--- src/rtl/axi_pkg.sv ---
// ---------------------------------------------------------------------------
// axi_pkg
// Shared AXI definitions for the write-slave slice.
//   ID_W      : fixed AXI ID width (4 bits)
//   resp_t    : B-channel response codes (OKAY, SLVERR and the rest)
//   burst_t   : AW burst-type codes
//   state_t   : one-hot state encodings of the write slave
//   isAligned : true when the low address bits are aligned to 2^size
// ---------------------------------------------------------------------------
package axi_pkg;

    localparam int ID_W = 4;

    typedef enum logic [1:0] {
        RESP_OKAY   = 2'b00,
        RESP_EXOKAY = 2'b01,
        RESP_SLVERR = 2'b10,
        RESP_DECERR = 2'b11
    } resp_t;

    typedef enum logic [1:0] {
        BURST_FIXED = 2'b00,
        BURST_INCR  = 2'b01,
        BURST_WRAP  = 2'b10
    } burst_t;

    typedef enum logic [3:0] {
        ST_IDLE  = 4'b0001,
        ST_DRAIN = 4'b0010,
        ST_WRITE = 4'b0100,
        ST_RESP  = 4'b1000
    } state_t;

    // Sizes above one 32-bit word are never aligned (they are illegal anyway).
    function automatic logic isAligned(input logic [1:0] addrLo, input logic [2:0] size);
        logic ok;
        case (size)
            3'd0:    ok = 1'b1;
            3'd1:    ok = ~addrLo[0];
            3'd2:    ok = (addrLo == 2'b00);
            default: ok = 1'b0;
        endcase
        return ok;
    endfunction

endpackage

--- src/rtl/axi_wr_slave.sv ---
// ---------------------------------------------------------------------------
// axi_wr_slave
// Single-beat AXI write slave in front of an external word-addressed memory.
// Accepts one AW and one W beat (in either order or together), performs a
// single one-cycle memory write when the access is legal, and answers on B.
// Bursts (awlen != 0) are drained and answered with SLVERR.
//
// Ports
//   clk, resetn                     : clock (rising edge), async active-low reset
//   awid/awaddr/awlen/awsize/awburst: AW channel payload, awvalid/awready handshake
//   wid/wdata/wstrb/wlast           : W channel payload, wvalid/wready handshake
//   bid/bresp                       : B channel payload, bvalid/bready handshake
//   mem_en/mem_we/mem_addr/mem_wdata: write port of the external memory
//
// Configuration
//   AXI_WR_ALIGN_CHECK_EN : when defined, an awaddr misaligned to 2^awsize
//                           makes the access illegal (SLVERR, no write).
// ---------------------------------------------------------------------------
module axi_wr_slave
    import axi_pkg::*;
#(
    parameter int MEM_AW = 10
)
(
    input  logic              clk,
    input  logic              resetn,

    input  logic [ID_W-1:0]   awid,
    input  logic [31:0]       awaddr,
    input  logic [7:0]        awlen,
    input  logic [2:0]        awsize,
    input  logic [1:0]        awburst,
    input  logic              awvalid,
    output logic              awready,

    input  logic [ID_W-1:0]   wid,
    input  logic [31:0]       wdata,
    input  logic [3:0]        wstrb,
    input  logic              wlast,
    input  logic              wvalid,
    output logic              wready,

    output logic [ID_W-1:0]   bid,
    output logic [1:0]        bresp,
    output logic              bvalid,
    input  logic              bready,

    output logic              mem_en,
    output logic [3:0]        mem_we,
    output logic [MEM_AW-1:0] mem_addr,
    output logic [31:0]       mem_wdata
);

    state_t              r_state;
    logic                r_awready;
    logic                r_wready;
    logic                r_awCap;
    logic                r_wCap;
    logic [ID_W-1:0]     r_awid;
    logic [MEM_AW+1:0]   r_awaddr;
    logic [7:0]          r_awlen;
    logic [2:0]          r_awsize;
    logic [ID_W-1:0]     r_wid;
    logic [31:0]         r_wdata;
    logic [3:0]          r_wstrb;
    logic                r_wlast;
    logic                r_bvalid;
    logic [ID_W-1:0]     r_bid;
    logic [1:0]          r_bresp;
    logic                r_memEn;
    logic [3:0]          r_memWe;
    logic [MEM_AW-1:0]   r_memAddr;
    logic [31:0]         r_memWdata;

    logic                w_awHs;
    logic                w_wHs;
    logic                w_haveAw;
    logic                w_haveW;
    logic [ID_W-1:0]     w_awid;
    logic [MEM_AW+1:0]   w_awaddr;
    logic [7:0]          w_awlen;
    logic [2:0]          w_awsize;
    logic [ID_W-1:0]     w_wid;
    logic [31:0]         w_wdata;
    logic [3:0]          w_wstrb;
    logic                w_wlast;
    logic                w_aligned;
    logic                w_legal;
    logic                w_unused;

    assign awready   = r_awready;
    assign wready    = r_wready;
    assign bvalid    = r_bvalid;
    assign bid       = r_bid;
    assign bresp     = r_bresp;
    assign mem_en    = r_memEn;
    assign mem_we    = r_memWe;
    assign mem_addr  = r_memAddr;
    assign mem_wdata = r_memWdata;

    assign w_awHs   = awvalid & r_awready;
    assign w_wHs    = wvalid & r_wready;
    assign w_haveAw = r_awCap | w_awHs;
    assign w_haveW  = r_wCap | w_wHs;

    // Decide on the captured value if one exists, otherwise on the value being
    // accepted this cycle, so a same-cycle AW/W pair is judged without delay.
    assign w_awid   = r_awCap ? r_awid   : awid;
    assign w_awaddr = r_awCap ? r_awaddr : awaddr[MEM_AW+1:0];
    assign w_awlen  = r_awCap ? r_awlen  : awlen;
    assign w_awsize = r_awCap ? r_awsize : awsize;
    assign w_wid    = r_wCap  ? r_wid    : wid;
    assign w_wdata  = r_wCap  ? r_wdata  : wdata;
    assign w_wstrb  = r_wCap  ? r_wstrb  : wstrb;
    assign w_wlast  = r_wCap  ? r_wlast  : wlast;

`ifdef AXI_WR_ALIGN_CHECK_EN
    assign w_aligned = isAligned(w_awaddr[1:0], w_awsize);
`else
    assign w_aligned = 1'b1;
`endif

    assign w_legal = (w_awlen == 8'd0) & w_wlast & (w_awsize <= 3'd2) &
                     (w_wid == w_awid) & w_aligned;

    // Burst type, address bits beyond the memory and (without the alignment
    // check) the byte offset carry no meaning for this slave.
    assign w_unused = ^{awburst, awaddr[31:MEM_AW+2], w_awaddr[1:0]};

    // Main FSM: capture AW/W in IDLE, then one of WRITE / DRAIN / RESP.
    // Ready signals are registered, so they rise on the first edge after reset.
    always_ff @(posedge clk or negedge resetn) begin
        if (!resetn) begin
            r_state    <= ST_IDLE;
            r_awready  <= 1'b0;
            r_wready   <= 1'b0;
            r_awCap    <= 1'b0;
            r_wCap     <= 1'b0;
            r_awid     <= '0;
            r_awaddr   <= '0;
            r_awlen    <= '0;
            r_awsize   <= '0;
            r_wid      <= '0;
            r_wdata    <= '0;
            r_wstrb    <= '0;
            r_wlast    <= 1'b0;
            r_bvalid   <= 1'b0;
            r_bid      <= '0;
            r_bresp    <= RESP_OKAY;
            r_memEn    <= 1'b0;
            r_memWe    <= '0;
            r_memAddr  <= '0;
            r_memWdata <= '0;
        end else begin
            case (r_state)
                ST_IDLE: begin
                    if (w_awHs) begin
                        r_awCap  <= 1'b1;
                        r_awid   <= awid;
                        r_awaddr <= awaddr[MEM_AW+1:0];
                        r_awlen  <= awlen;
                        r_awsize <= awsize;
                    end
                    if (w_wHs) begin
                        r_wCap  <= 1'b1;
                        r_wid   <= wid;
                        r_wdata <= wdata;
                        r_wstrb <= wstrb;
                        r_wlast <= wlast;
                    end
                    if (w_haveAw && w_haveW) begin
                        r_awready <= 1'b0;
                        if (w_legal) begin
                            r_state    <= ST_WRITE;
                            r_wready   <= 1'b0;
                            r_memEn    <= 1'b1;
                            r_memWe    <= w_wstrb;
                            r_memAddr  <= w_awaddr[MEM_AW+1:2];
                            r_memWdata <= w_wdata;
                        end else if ((w_awlen != 8'd0) && !w_wlast) begin
                            r_state  <= ST_DRAIN;
                            r_wready <= 1'b1;
                        end else begin
                            r_state  <= ST_RESP;
                            r_wready <= 1'b0;
                            r_bvalid <= 1'b1;
                            r_bid    <= w_awid;
                            r_bresp  <= RESP_SLVERR;
                        end
                    end else begin
                        r_awready <= ~w_haveAw;
                        r_wready  <= ~w_haveW;
                    end
                end

                ST_DRAIN: begin
                    if (wvalid && wlast) begin
                        r_state  <= ST_RESP;
                        r_wready <= 1'b0;
                        r_bvalid <= 1'b1;
                        r_bid    <= r_awid;
                        r_bresp  <= RESP_SLVERR;
                    end
                end

                ST_WRITE: begin
                    r_state  <= ST_RESP;
                    r_memEn  <= 1'b0;
                    r_memWe  <= '0;
                    r_bvalid <= 1'b1;
                    r_bid    <= r_awid;
                    r_bresp  <= RESP_OKAY;
                end

                ST_RESP: begin
                    if (bready) begin
                        r_state   <= ST_IDLE;
                        r_bvalid  <= 1'b0;
                        r_awCap   <= 1'b0;
                        r_wCap    <= 1'b0;
                        r_awready <= 1'b1;
                        r_wready  <= 1'b1;
                    end
                end

                default: begin
                    r_state   <= ST_IDLE;
                    r_awCap   <= 1'b0;
                    r_wCap    <= 1'b0;
                    r_awready <= 1'b1;
                    r_wready  <= 1'b1;
                    r_bvalid  <= 1'b0;
                    r_memEn   <= 1'b0;
                    r_memWe   <= '0;
                end
            endcase
        end
    end

endmodule

--- config.mk ---
export PLATFORM = sky130hd
export DESIGN_NAME = axi_wr_slave
export DESIGN_NICKNAME = d
export VERILOG_FILES = /design/src/rtl/axi_pkg.sv /design/src/rtl/axi_wr_slave.sv
export SDC_FILE = /design/constraint.sdc
export NUM_CORES = 1
export LEC_CHECK = 0
export BUFFER_PORTS_ARGS = -buffer_cell sky130_fd_sc_hd__buf_4
export CORE_MARGIN = 2
export CORE_UTILIZATION = 49
export DETAILED_ROUTE_END_ITERATION = 8
export HOLD_SLACK_MARGIN = 0.15
export PLACE_DENSITY_LB_ADDON = 0.1
export SETUP_SLACK_MARGIN = 0.1
export SYNTH_ARGS = -nofsm -noshare
export SYNTH_HDL_FRONTEND = slang
export SYNTH_SLANG_ARGS = --single-unit
--- constraint.sdc ---
create_clock -name clk -period 5.2 [get_ports clk]
set_input_delay 0.26 -clock clk [delete_from_list [all_inputs] [get_ports clk]]
set_output_delay 0.26 -clock clk [all_outputs]
set_load 0.1 [all_outputs]
==> impl_results.md, run 1 <==
* Status: completed
* Final wirelength at 12,900 µm
* Cell Area, Synth at 5950 µm²
* Depth of the most critical reg-to-reg path at 7
* Vias in the first global route at 4,283
* Max-cap viol count at 0
* Psw at 0.00134 W
* Total gr overflow at 0
* Lkg Pwr at 3.76 nW
* CTS H-tree depth at 4
* Starting Density at 50.0%
* Req. time, crit path at 5.50 ns
* DIE WIDTH at roughly 110 µm
* Number of buffers created by CTS at 17
* Crit share post-route at 69.7%
* Clock sink count at 127
* Post-layout min period at 3.62 ns
* Critical path type: flop to flop
* Crit path launch type: flop
* Hpwl dp at 8240 µm
* Peak supply drop at 245 µV
* Routed Antenna Nets at 0
* Final net count at 700
* Synthesized flop and latch total at about 130
* Placed instance area at 6960 µm²
* Skew-Pair Late Insertion Delay at 0.41 ns
* Setup Skew at 0.00571 ns
* Die footprint at 13,000 µm²
* Design Area, Final at around 8000 µm²
* Synth area leaders: dfrtp_1 53%, mux2_2 21%, mux2_4 10%
* Post-route setup slack at 1.58 ns
* Worst-path clk slew at 0.05 ns
* Synth Warn # at 0
* Max-slew violations at 0
* Register area share after synthesis at 53.4%
* Count leader, synth: dfrtp_1
* Vias post-DR at 4,034
* GRT Total Usage at 21.1%
* Row Count at 40
* GP Congestion at 0.852
* Area growth syn-to-layout at 37.8%
* Core Region at 11,900 µm²
* Initial antenna violation count at 0
* EDFF count, synth at 0
* Synth cell count leaders: 126 x dfrtp_1, 112 x mux2_2, 40 x mux2_4, 13 x nor2_1
* CP endpoint kind: flop
* # DRC at 0
* IO buf count at about 130
* Worst Tran Pin Value at 1.19 ns
* Ys flop type: dfrtp_1
* First-pass GRT wire length at 21,300 µm
* Async SR Flop Fraction at 100%
* CTS root buffer: clkbuf_16
* CTS Buffer Depth at 2
* Final Hold Fails at 0
* Clock tree from TritonCTS: yes
* Sw frac at 32.6%
* Logic pwr share at 35.9%
* Area leader, netlist: dfrtp_1
* CP max FO at 25
* Arrival @ worst endpoint at 3.92 ns
* N_diodes at 0
* Slew margin rel. at 20.7%
* Final setup TNS at 0 ns
* Fmax at 276 MHz
* Io pins at 151
* Final Core Density at about 69%
* CTS resizes at 0
* Vias/cell at between 5 and 6
* P_int at between 0.002 and 0.003 W
* P per Cell Area at approximately 500 nW/µm²
* WL/cell at 16.9 µm
* Sequential power share at 37.0%
* Die span in y at 114 µm
* Synth Area per Inst at 14.4 µm²
* Synth top area share at 53.0%
* Pre-CTS WS at approximately 1.5 ns
* RSZ-0062 raised after global routing: no
* Worst Hold Class: input pin to flop
* Largest net degree at the start of global routing at 82
* Hold path cells at 4
* Initial DRT Pass Iterations at 4
* Initial DRC Count at 149
* Mapped Cells at 413
* Final setup vio count at 0
* Synth cell types at 48
* Clock power share at 27.1%
* Share of post-route cells with drive strength above 1 at roughly half
* Mapped Nets at roughly 500
==> critical path: stages, from the launching register on <==
cell and delay (ns):
dfrtp_1 1.01, mux2i_1 0.34, xor2_1 0.13, nor4_2 0.33
nand3_2 0.21, nor2_4 0.70, buf_4 0.42, mux2_4 0.34
==> area by class of cell <==
class	instances	area, µm²
clock inverter	6	57.6
timing repair buffer	197	1650
clock buffer	24	502
inverter	3	11.3
fill	884	3710
multi-input combinational	259	2620
tap	147	184
sequential	127	3180
==> flip-flops by register name, summed over array words and instances (netlist names), 3 cells and up <==
register	flops
r_awsize	3
r_wid	4
mem_addr	10
r_awlen	8
mem_wdata	32
r_state	4
mem_we	4
r_awid	4
bid	4
r_awaddr	10
r_wdata	32
r_wstrb	4
==> placed cells by master (no fill, tap or decap), types with 2 or more instances in the layout <==
cell / Yosys / routed
xor2_1: 4 / 4
inv_1: 3 / 3
clkinv_2: 0 / 4
mux2_4: 40 / 40
clkbuf_1: 6 / 2
o32a_1: 8 / 8
mux2_1: 2 / 2
buf_4: 2 / 129
mux2i_1: 10 / 10
nor2_1: 13 / 13
nor4_1: 5 / 5
nand4_1: 2 / 2
dlygate4sd3_1: 0 / 68
nand3_1: 4 / 4
o21ai_0: 7 / 7
a22o_1: 4 / 4
a31oi_1: 2 / 2
a21oi_1: 9 / 9
and2_1: 4 / 4
or2_2: 2 / 2
mux2_2: 112 / 112
clkbuf_8: 0 / 5
o21a_1: 2 / 2
nand2_1: 4 / 4
clkbuf_16: 0 / 17
dfrtp_1: 126 / 125
nand2b_1: 4 / 4
==> metrics by stage <==
step                power (W)  cells  hold WS, ns
floorplan             0.00266    413      -0.0356
detailed placement    0.00297    665        0.473
global route          0.00434    763        0.321
finish                0.00410    763        0.304
CTS                   0.00415    763        0.292
global placement      0.00291    665        0.462
==> metal layers <==
metal  part of all wire [%]  track usage [%]  up-vias
li1                       -                -     1894
met1                     44             26.6     2034
met2                     50             35.0       90
met3                    4.2             5.72       16
met4                    1.4             7.64        0
met5                      0                0        -
==> power by group through the flow <==
stage | clock (W) | combinational [W] | sequential, W
after detailed placement | 0 | 0.00143 | 0.00154
after global placement | 0 | 0.00140 | 0.00151
after floorplan | 0 | 0.00103 | 0.00163
after CTS | 0.00114 | 0.00149 | 0.00152
final | 0.00111 | 0.00147 | 0.00152
after global routing | 0.00118 | 0.00159 | 0.00156
==> what timing repair did <==
action | 4_1_cts | 5_1_grt
setup buffers | 0 | 0
hold buffers | 68 | 0
hold endpoints to repair | 146 | 0
==> kinds of logic after synthesis <==
family,share of synthesized area [%]
DFF,53.4
and+or+nand+nor,4.29
AOI/OAI and AO/OA,5.49
muxes,33.3
other,0.0630
buffers and inverters,2.67
xor gates and xnor gates,0.736
==> final timing paths <==
check / start / to / slack (ns)
max reg2reg: r_awCap$_DFFE_PN0P_ / mem_wdata[8]$_DFFE_PN0P_ / 1.58
min reg2reg: r_wdata[10]$_DFFE_PN0P_ / r_wdata[10]$_DFFE_PN0P_ / 0.49
max: r_awCap$_DFFE_PN0P_ / mem_wdata[8]$_DFFE_PN0P_ / 1.58
min: awvalid / r_awCap$_DFFE_PN0P_ / 0.30
max in group asynchronous: resetn / r_wdata[22]$_DFFE_PN0P_ / 3.45
min in group asynchronous: resetn / bid[0]$_DFFE_PN0P_ / 0.57
Power figures use the tool's default switching activity.
==> run 2: changes to the inputs <==
- clock period: 5.2 -> 3.4 ns (I/O delays scaled with it)
==> impl_results.md, run 2 (synthesis gave the netlist of run 1 again) <==
* Clock sink count at 127 (unchanged)
* Final net count at 702 (+0.29%)
* Critical path type: flop to flop
* Share of post-route cells with drive strength above 1 at 52.1% (+0.31 points)
* Cell at the slowest stage of the critical path: dfrtp_2
* Design Area, Final at 8350 µm² (+1.8%)
* P per Cell Area at 796 nW/µm² (+59%)
* # DRC at 0 (unchanged)
* Area growth syn-to-layout at 40.3%
* Final setup vio count at 0 (unchanged)
* Fmax at 390 MHz (+41%)
* Initial antenna violation count at 0 (unchanged)
* CP max FO at 42 (+68%)
* Worst Tran Pin Value at 0.785 ns (-0.405 ns)
* First-pass GRT wire length at 21,700 µm (+2.0%)
* Hpwl dp at 8200 µm (-0.49%)
* N_diodes at 0 (unchanged)
* Worst-path clk slew at 0.05 ns (about the same)
* Final Hold Fails at 0 (unchanged)
* Multi-input logic area at 2620 µm² (unchanged)
* WL/cell at 17.2 µm (+2.2%)
* Arrival @ worst endpoint at 2.86 ns (-1.06 ns)
* Max incr delay on CP at 0.60 ns (-0.41 ns)
* Core Region at 11,900 µm² (unchanged)
* Starting Density at 50.0% (unchanged)
* Clock tree from TritonCTS: yes
* Vias post-DR at 4,036 (+0.050%)
* # Post-CTS Setup Buffers at 0 (unchanged)
* Fillers at 847 (-4.2%)
* Routed Antenna Nets at 0 (unchanged)
* CTS root buffer: clkbuf_16
* CP endpoint kind: flop
* Initial DRT Pass Iterations at 4 (unchanged)
* Reg2reg start: r_wCap$_DFFE_PN0P_
* Crit path launch type: flop
* Post-layout min period at 2.56 ns (-1.06 ns)
* GP Congestion at 0.870 (+2.1%)
* Io pins at 151 (unchanged)
* Max-slew violations at 0 (unchanged)
* Placed instance area at 7000 µm² (+0.58%)
* Max-cap viol count at 0 (unchanged)
* Most frequent cells in the layout: 129 x buf_4, 125 x dfrtp_1, 112 x mux2_2
* IO buf count at 125 (unchanged)
* Final setup TNS at 0 ns (unchanged)
* Initial DRC Count at 246 (+65%)
* Critical Path Start: r_wCap$_DFFE_PN0P_
* Crit share post-route at 75.3% (+5.7 points)
* Largest net degree at the start of global routing at 69 (-16%)
* Die footprint at 13,000 µm² (unchanged)
* Lkg Pwr at 3.83 nW (+1.9%)
* Number of buffers created by CTS at 17 (unchanged)
* GRT Total Usage at 21.6% (+0.50 points)
* Crit-path leading delay family: multiplexers
* Buffer and inverter count on the worst path at 1 (unchanged)
* Status: completed
* Total gr overflow at 0 (unchanged)
* Min-delay src: awvalid
* RSZ-0062 raised after global routing: no
* Slew margin rel. at 47.7% (+27 points)
* Dpl cells at 667 (+0.30%)
* Die span in y at 114 µm (unchanged)
* Vias in the first global route at 4,375 (+2.1%)
* CTS Buffer Depth at 2 (unchanged)
* Setup Skew at 0.00792 ns (+0.00220 ns)
* Peak supply drop at 530 µV (+120%)
* Final wirelength at 13,200 µm (+2.7%)
* Total power at 0.00665 W (+62%)
* Worst Hold Class: input pin to flop
* Commonest non-fill, non-tap cell in the layout: buf_4
* Skew-Pair Late Insertion Delay at 0.42 ns (about the same)
* DIE WIDTH at 114 µm (unchanged)
* WHS at 0.216 ns (-0.0882 ns)
* Vias/cell at 5.26 (-0.47%)
* Non-Filler Instances at 767 (+0.52%)
* Req. time, crit path at 3.70 ns (-1.80 ns)
* FF/Latch Area at 3180 µm² (unchanged)
* Row Count at 40 (unchanged)
* Crit path cell chain: mux2i_1 -> xor2_1 -> nor4_2 -> nand3_2 -> nor2_4 -> buf_12 -> mux2_2
* CTS H-tree depth at 4 (unchanged)
==> run 2: cell types whose count changed in the layout (fill, tap and decap cells not counted) <==
cell,previous run,this run
bufinv_16,1,6
clkbuf_8,5,2
buf_12,0,2
clkinvlp_4,1,0
inv_6,0,1
==> run 2: worst reg2reg max path: cells and delay by family (launching register included) <==
family / cells / cell delay [ns]
xor+xnor: 1 / 0.14
simple gates: 3 / 0.66
buf+inv: 1 / 0.33
mux: 2 / 0.73
flops: 1 / 0.60
==> run 2: area by class of cell <==
type,count,area share (%)
well taps,147,2.20
clock buffers,21,5.51
multi-input cells,259,31.3
inverters,3,0.135
repair buffers,199,20.2
flip-flops and latches,127,38.1
clock inverters,11,2.50
==> run 2: metal layers <==
layer	up-vias	global-route usage, %	share of wire (%)
li1	1902	-	-
met2	94	36.3	51
met3	20	6.46	4.6
met4	0	7.32	1.3
met1	2020	26.6	43
met5	-	0	0
==> run 2: worst paths after layout <==
check / to / slack, ns / cells after the start
setup reg to reg: mem_wdata[30]$_DFFE_PN0P_ / 0.84 / 7
max in group asynchronous: r_state[0]$_DFFE_PN1P_ / 2.19 / 3
hold / removal: r_awCap$_DFFE_PN0P_ / 0.22 / 4
min in group asynchronous: bid[1]$_DFFE_PN0P_ / 0.38 / 2
hold reg to reg: r_wdata[18]$_DFFE_PN0P_ / 0.48 / 1
setup / recovery: mem_wdata[30]$_DFFE_PN0P_ / 0.84 / 7
==> run 2: report_power, final <==
part           switching (W)  total (W)  internal, W
combinational        0.00112    0.00228      0.00115
clock               0.000645    0.00205      0.00141
sequential          0.000315    0.00231      0.00200
==> run 2: through the flow <==
stage               worst slack [ns]  util [%]
global route                   0.673      70.1
global placement               0.869      58.8
CTS                            0.817      70.1
finish                         0.838      70.1
floorplan                       1.16         -
detailed placement             0.835      58.8
==> run 2: timing repair <==
action / in CTS / in global routing
hold buffers: 68 / 0
endpoints found under the hold margin: 175 / 0
setup endpoints to repair: 0 / 0
gates resized for setup: 0 / 0
==> run 3: changes to the inputs <==
- clock period: 3.4 -> 2.6 ns (I/O delays scaled with it)
==> impl_results.md, run 3 (synthesis gave the netlist of run 1 again) <==
* Io pins at 151 (unchanged)
* R2r endpoint: mem_wdata[9]$_DFFE_PN0P_
* Final Core Density at 70.0% (-0.084 points)
* Placed instance area at 7070 µm² (+1.0%)
* Routed Antenna Nets at 0 (unchanged)
* Total gr overflow at 0 (unchanged)
* Final net count at 712 (+1.4%)
* GRT Total Usage at 22.1% (+0.57 points)
* Vias post-DR at 4,091 (+1.4%)
* Max incr delay on CP at 0.47 ns (-0.13 ns)
* Worst Hold Class: input pin to flop
* Skew-Pair Late Insertion Delay at 0.41 ns (about the same)
* Vias/cell at 5.28 (+0.32%)
* CTS resizes at 0 (unchanged)
* Min-delay src: awvalid
* Initial DRT Pass Iterations at 4 (unchanged)
* Hpwl dp at 8400 µm (+2.4%)
* Busiest grt layer: met2
* Buffer and inverter count on the worst path at 3 (+2)
* Cell at the slowest stage of the critical path: dfrtp_1
* Status: completed
* Hold path cells at 4 (unchanged)
* Clock sink count at 127 (unchanged)
* Crit path cell chain: buf_4 -> a211oi_1 -> a21oi_1 -> nor4_2 -> nand3_2 -> nor2_4 -> buf_4 -> clkbuf_16 -> mux2_4
* Most frequent cells in the layout: 136 x buf_4, 125 x dfrtp_1, 112 x mux2_2
* Reg2reg start: r_awCap$_DFFE_PN0P_
* GP Congestion at 0.838 (-3.7%)
* CTS Buffer Depth at 2 (unchanged)
* Met2 Use GR at 37.4% (+1.1 points)
* Max-cap viol count at 0 (unchanged)
* Met1 usage in global routing at 27.4% (+0.78 points)
* Lkg Pwr at 3.82 nW (-0.19%)
* Depth of the most critical reg-to-reg path at 9 (+2)
* RSZ-0062 raised after global routing: no
* CP endpoint kind: flop
* R2r setup slk at 0.24 ns (-0.59 ns)
* Final setup TNS at 0 ns (unchanged)
* Slew margin rel. at 57.6% (+9.9 points)
* Area growth syn-to-layout at 40.1%
* Number of buffers created by CTS at 17 (unchanged)
* Worst Hold Path EP: r_awCap$_DFFE_PN0P_
* # DRC at 0 (unchanged)
* Core Region at 11,900 µm² (unchanged)
* Final Hold Fails at 0 (unchanged)
* Initial antenna violation count at 0 (unchanged)
* Share of post-route cells with drive strength above 1 at 52.4% (+0.29 points)
* Vias in the first global route at 4,465 (+2.1%)
* Peak supply drop at 567 µV (+7.0%)
* Max-slew violations at 0 (unchanged)
* Final wirelength at 13,500 µm (+1.9%)
* Worst Tran Pin Value at 0.631 ns (-0.154 ns)
* Clock tree from TritonCTS: yes
* DIE WIDTH at 114 µm (unchanged)
* Setup Skew at 0.00582 ns (-0.00210 ns)
* Req. time, crit path at 2.89 ns (-0.81 ns)
* Arrival @ worst endpoint at 2.65 ns (-0.21 ns)
* IO buf count at 125 (unchanged)
* N_diodes at 0 (unchanged)
* Critical path type: flop to flop
* WL/cell at 17.4 µm (+0.85%)
* P per Cell Area at 992 nW/µm² (+25%)
* Worst-path clk slew at 0.05 ns (about the same)
* Fmax at 424 MHz (+8.7%)
* Most used cell, CP: buf_4
* Row Count at 40 (unchanged)
* Largest net degree at the start of global routing at 61 (-12%)
* Crit path launch type: flop
* Commonest non-fill, non-tap cell in the layout: buf_4
* Initial DRC Count at 203 (-17%)
* CTS root buffer: clkbuf_16
* Design Area, Final at 8340 µm² (-0.12%)
* CP max FO at 10 (-76%)
* CTS H-tree depth at 4 (unchanged)
* WHS at 0.176 ns (-0.0401 ns)
* Crit-path leading delay family: simple AND/OR/NAND/NOR gates
* Final setup vio count at 0 (unchanged)
* Crit share post-route at 90.6% (+15 points)
* Die footprint at 13,000 µm² (unchanged)
* First-pass GRT wire length at 22,400 µm (+3.1%)
* Starting Density at 50.0% (unchanged)
* Grt met3 use at 6.19% (-0.26 points)
* Post-layout min period at 2.36 ns (-0.205 ns)
* Die span in y at 114 µm (unchanged)
run 3: changes by cell type in the layout (fill, tap and decap cells not counted):
cell / change
buf_4: +7
inv_6: -1
clkbuf_1: +2
buf_12: +2
clkbuf_16: +1
clkinvlp_4: +2
clkinv_2: -1
clkbuf_8: +1
bufinv_16: -5
run 3: worst reg2reg max path: cells and delay by family, from the launching register on:
kind / cells / cell delay, ns
simple gates: 3 / 0.64
buf+inv: 3 / 0.53
flops: 1 / 0.47
mux: 1 / 0.31
compound gates: 2 / 0.29
run 3: metal layers:
metal  wire length [µm]  up-vias
li1                   -     1927
met1               5850     2046
met2               6810       97
met3                580       21
met4                211        0
met5                  0        -
run 3: how the worst max path moves through the flow:
stage / startpoint / end / cells after the start
4_1_cts: r_awCap$_DFFE_PN0P_ / mem_wdata[30]$_DFFE_PN0P_ / 8
6_report: r_awCap$_DFFE_PN0P_ / mem_wdata[9]$_DFFE_PN0P_ / 9
3_3_place_gp: r_awCap$_DFFE_PN0P_ / mem_addr[0]$_DFFE_PN0P_ / 8
5_1_grt: r_awCap$_DFFE_PN0P_ / mem_wdata[30]$_DFFE_PN0P_ / 9
3_5_place_dp: r_awCap$_DFFE_PN0P_ / mem_wdata[30]$_DFFE_PN0P_ / 8
2_1_floorplan: wready$_DFFE_PN0P_ / mem_addr[1]$_DFFE_PN0P_ / 6
run 3: cell type report:
cell class	count	area, µm²
clock buffers	24	482
clock inverters	6	60.1
fillers	855	3570
inverters	3	11.3
multi-input cells	259	2620
flip-flops and latches	127	3180
well taps	147	184
repair buffers	209	1810
run 3: per-stage QoR:
step	cells	total power [W]	setup slack [ns]
floorplan	413	0.00532	0.358
global placement	673	0.00591	0.244
detailed placement	673	0.00602	0.219
global route	775	0.00873	0.114
finish	775	0.00827	0.244
CTS	771	0.00833	0.190
run 3: power by group:
group          total, W  internal (W)  switching, W
registers       0.00299       0.00262      0.000376
logic           0.00310       0.00156       0.00153
clock network   0.00218       0.00137      0.000808
total           0.00827       0.00555       0.00272
run 3: timing repair:
item | CTS | global route
hold endpoints to repair | 154 | 0
setup buffers | 0 | 3
hold buffers | 68 | 0
setup endpoints to repair | 0 | 40
